<file path="src/rtl/fifo_rd_side.sv">
// fifo_rd_side -- read-side controller of an asynchronous FIFO (rclk domain).
//
// Owns the binary/Gray read pointer and drives raddr into the FIFO memory.
// Captures the memory's combinational read data into a one-entry output
// register, which is offered downstream with a valid/ready handshake.
// The empty flag is computed from the Gray write pointer, which arrives
// already synchronized into rclk.
//
// Ports:
//   rclk       read-domain clock
//   rst        synchronous active-low reset, sampled on rising rclk
//   rq2_wptr   Gray write pointer synchronized into rclk (ADDR+1 bits)
//   rdata      combinational memory read data at raddr
//   raddr      memory read address (low ADDR bits of the binary read pointer)
//   rptr       registered Gray read pointer, to the write-side synchronizer
//   rempty     memory holds no unread word (registered)
//   out_data   output register contents
//   out_valid  out_data holds a word not yet accepted
//   out_ready  consumer accepts out_data this cycle when out_valid=1
module fifo_rd_side #(
  parameter int WIDTH = 8,
  parameter int ADDR  = 3,
  parameter int DEPTH = 8
) (
  input  logic             rclk,
  input  logic             rst,
  input  logic [ADDR:0]    rq2_wptr,
  input  logic [WIDTH-1:0] rdata,
  output logic [ADDR-1:0]  raddr,
  output logic [ADDR:0]    rptr,
  output logic             rempty,
  output logic [WIDTH-1:0] out_data,
  output logic             out_valid,
  input  logic             out_ready
);

  // The pointer arithmetic relies on natural binary wrap of the memory index.
  if (DEPTH != (1 << ADDR)) begin : g_depth_check
    $error("fifo_rd_side: DEPTH must equal 2**ADDR");
  end

  typedef enum logic {
    OUT_EMPTY = 1'b0,
    OUT_FULL  = 1'b1
  } out_state_t;

  out_state_t    state, state_next;
  logic [ADDR:0] rbin;
  logic [ADDR:0] rbin_next;
  logic [ADDR:0] rgray_next;
  logic          pop;

  // A word moves from memory into the output register whenever memory has
  // one and the register is either vacant or being drained this same cycle.
  // rempty is registered, so this never pops on an empty memory.
  assign pop        = !rempty && (!out_valid || out_ready);
  assign rbin_next  = rbin + {{ADDR{1'b0}}, pop};
  assign rgray_next = (rbin_next >> 1) ^ rbin_next;
  assign raddr      = rbin[ADDR-1:0];

  // ---------------------------------------------------------------------
  // Output-stage FSM: state register
  // ---------------------------------------------------------------------
  always_ff @(posedge rclk) begin
    // NOTE: sequential state is written with non-blocking assignments so every
    // register samples the pre-edge values, independent of statement order.
    if (!rst) state <= OUT_EMPTY;
    else      state <= state_next;
  end

  // Output-stage FSM: next state
  always_comb begin
    // NOTE: default assignment first, so no path through the case leaves
    // state_next unassigned and no latch is inferred.
    state_next = state;
    unique case (state)
      OUT_EMPTY: if (!rempty)             state_next = OUT_FULL;
      OUT_FULL:  if (out_ready && rempty) state_next = OUT_EMPTY;
      default:                            state_next = OUT_EMPTY;
    endcase
  end

  // Output-stage FSM: outputs
  always_comb begin
    out_valid = (state == OUT_FULL);
  end

  // ---------------------------------------------------------------------
  // Pointers, empty flag and output data register
  // ---------------------------------------------------------------------
  always_ff @(posedge rclk) begin
    if (!rst) begin
      rbin     <= '0;
      rptr     <= '0;
      rempty   <= 1'b1;
      // The held word is deliberately discarded on reset.
      out_data <= '0;
    end else begin
      rbin   <= rbin_next;
      rptr   <= rgray_next;
      // Compare against the post-pop pointer so the flag rises on the same
      // edge that takes the last word. All ADDR+1 bits are compared, so a
      // full lap of the write pointer is not mistaken for empty.
      rempty <= (rgray_next == rq2_wptr);
      if (pop) out_data <= rdata;
    end
  end

endmodule
</file>
<file path="config.mk">
export PLATFORM = sky130hd
export DESIGN_NAME = fifo_rd_side
export DESIGN_NICKNAME = d
export VERILOG_FILES = /design/src/rtl/fifo_rd_side.sv
export SDC_FILE = /design/constraint.sdc
export NUM_CORES = 1
export LEC_CHECK = 0
export CAP_MARGIN = 40
export CORE_UTILIZATION = 43
export CTS_CLUSTER_SIZE = 25
export DETAILED_ROUTE_END_ITERATION = 7
export PLACE_DENSITY = 0.82
export SETUP_SLACK_MARGIN = 0.3
export SYNTH_ARGS = -nofsm -noshare
export SYNTH_HDL_FRONTEND = slang
export SYNTH_SLANG_ARGS = --single-unit
export TNS_END_PERCENT = 20
</file>
<file path="constraint.sdc">
create_clock -name rclk -period 3.9 [get_ports rclk]
set_input_delay 0.975 -clock rclk [delete_from_list [all_inputs] [get_ports rclk]]
set_output_delay 0.975 -clock rclk [all_outputs]
set_load 0.01 [all_outputs]
</file>
==> out/summary.txt <==
status = completed
total CTS buffers = 3
final hold viol count = 0
max frequency = 348 MHz
Crit path required time = 4.10 ns
CP endpoint kind = register
Setup Crit Path Kind = in2reg
Syn Nets = 90
first-pass GRT wire length = 2.53 mm
R2R Path End = rempty
total number of clock tree sinks = 17
Final ANT Viol Nets = 0
routability cong. = 0.748
Slew Limit Fails = 0
max-capacitance violation count = 0
main combinational cell family by area after synthesis = XOR/XNOR gates
R2R setup slack = 1.76 ns
DP Wirelength = 1.20 mm
synthesized cell area = 731 um^2
clock group share of total power = 22.7%
sequential power share = 49.4%
asr flop ratio synth = 0%
Post-synth EDFFs = 0
Switching Share = 27.4%
final setup fails = 0
clk_lat worst skew = 0.28 ns
synthesis-to-finish area growth = 48.5%
element type at the critical path start = input port
Final min period = 2.88 ns
post-CTS setup buffers = 0
initial antenna violation count = 0
worst hold path depth = 2
Max VDD drop = 262 uV
sequential-to-total area share from yosys stat = 46.6%
Pwr Density = 374 nW/um^2
yosys warns = 0
post-place setup slack = 0.736 ns
adder-cell share of the synthesized area = 3.42%
XOR/XNOR Fraction of Synth Area = 18.0%
mux contribution to synthesized area = 0%
Yosys top cell area share = 46.6%
nets = 124
via count = 635
share of total power in combinational logic = 27.8%
IO Count = 32
worst r2r path cells = 7
Period Utilization, post-route = 73.8%
port bufs = 31
Worst-path clk slew = 0.10 ns
Least-Margin Pin Slew = 0.392 ns
Routed Wire Length = 1.53 mm
num rows = 14
vias in the first global route = 600
routed wire length per instance = 12.5 um
syn_area_per_cell = 10.0 um^2
total core area = 1540 um^2
library cells used by synthesis = 17
ANT cells = 0
DRC viols = 0
worst min-delay path category = reg2reg
CTS tree = built
Setup Skew = 0.00234 ns
largest net degree at the start of global routing = 14
post_cts resized = 0
Die ar. = 1870 um^2
most frequent cell after synthesis = dfxtp_1
H-Tree Depth = 1
DP Cell Count = 118
Internal = 0.000294 W
fin cells = 122
CTS Buffer Depth = 2
ranking of synthesized cells by area = dfxtp_1 47%, a21oi_1 6.2%, nand3_1 6.2%, xnor3_1 6.2%, xnor2_1 6.0%
CTS root buf = clkbuf_4
crit path launch = out_ready
HP Start = out_data[2]
Die Y = 43.2 um
total grt overflow = 0
NetSw = 0.000111 W
FF+latch count, synth = 17
setup ws final = 1.02 ns
Leakage = 0.423 nW
Hold Path End = out_data[2]
setup_tns = 0 ns
DR vias/cell = 5.20
Die X = 43.2 um
RSZ-0062 raised after global routing = false
drt pass-1 iters = 4
top post-synthesis cells by count = 17 x dfxtp_1, 9 x a21oi_1, 9 x nand3_1
prevailing post-synth register cell = dfxtp_1
Starting Density = 47.4%
share of cells above drive strength 1 = 7.55%
synthesized instance count = 73
Synth area leader = dfxtp_1
critical path data arrival time = 3.08 ns
global-route usage over all layers = 18.2%
CP max FO = 9
Post-Synth Simple-Gate Area = 13.0%
Rel. slew slack = 73.8%
area fraction in compound gates after synthesis = 16.4%
DR iter-0 viols = 14
hold buffers post-CTS = 0
beginning of the worst register-to-register path = out_valid
==> metrics by stage <==
step / instance area [um^2] / hold WS, ns / utilization (%) / power [W]
finish: 1080 / 0.483 / 70.4 / 0.000405
global route: 1080 / 0.504 / 70.4 / 0.000424
CTS: 1080 / 0.483 / 70.4 / 0.000409
detailed placement: 1060 / 0.469 / 68.6 / 0.000317
global placement: 1060 / 0.465 / 68.6 / 0.000314
floorplan: 731 / 0.498 / - / 0.000262
==> logic make-up after synthesis <==
kind of cell	after synthesis
AND/OR/NAND/NOR	19
flip-flops	17
adder cells (fa/ha/maj)	2
buffers and inverters	5
AO/OA/AOI/OAI	19
XOR/XNOR	11
==> registers in the layout (all words and copies together), names as in the netlist <==
name and cells:
out_data 8, rempty 1, rptr 4, rbin 3, out_valid 1
==> worst max-delay path, stage by stage <==
cell	delay, ns
clkdlybuf4s50_1	0.41
nor2b_1	0.11
buf_4	0.15
nor2_1	0.05
ha_1	0.25
ha_1	0.37
xnor3_1	0.43
o41ai_2	0.32
==> how the worst max path moves through the flow <==
stage                     cells past startpoint  slack, ns  endpoint
after detailed placement                      8       0.74    rempty
after floorplan                               6       1.18    rempty
after global routing                          8       0.88    rempty
final                                         8       1.02    rempty
after CTS                                     8       1.03    rempty
after global placement                        8       0.79    rempty
==> power groups by stage <==
stage	logic (W)	clock network [W]	registers (W)
after floorplan	0.0000528	0	0.000209
after global placement	0.000110	0	0.000204
after detailed placement	0.000113	0	0.000204
after CTS	0.000114	0.0000947	0.000200
after global routing	0.000120	0.000101	0.000202
final	0.000113	0.0000921	0.000200
==> layout make-up <==
type / count / area (um^2)
timing repair buffer: 32 / 318
inverter: 2 / 7.51
fill: 133 / 457
sequential: 17 / 340
tap: 16 / 20.0
multi-input combinational: 51 / 372
clock inverter: 1 / 5.00
clock buffer: 3 / 22.5
==> metal layers <==
layer	wire, um	global-route usage (%)	vias to the layer above	part of all wire, %
met5	0	0	-	0
met4	19	9.09	0	1.2
met3	60	2.55	2	3.9
met2	783	30.4	19	51
met1	665	22.7	300	43
li1	-	-	314	-
==> layout by cell type, fill, tap and decap left out <==
cell and n:
clkinv_2 1, xnor2_2 1, nand2b_1 1, nor2_1 5
and2_1 3, o41ai_2 1, dfxtp_1 17, inv_1 2
buf_4 1, nor2b_1 1, clkdlybuf4s50_1 31, xnor2_1 5
o21ai_0 8, xnor3_1 2, nand3_1 9, ha_1 2
a21boi_4 1, a21oi_1 9, clkbuf_4 3, xor2_1 3
(Power assumes the default switching activity.)
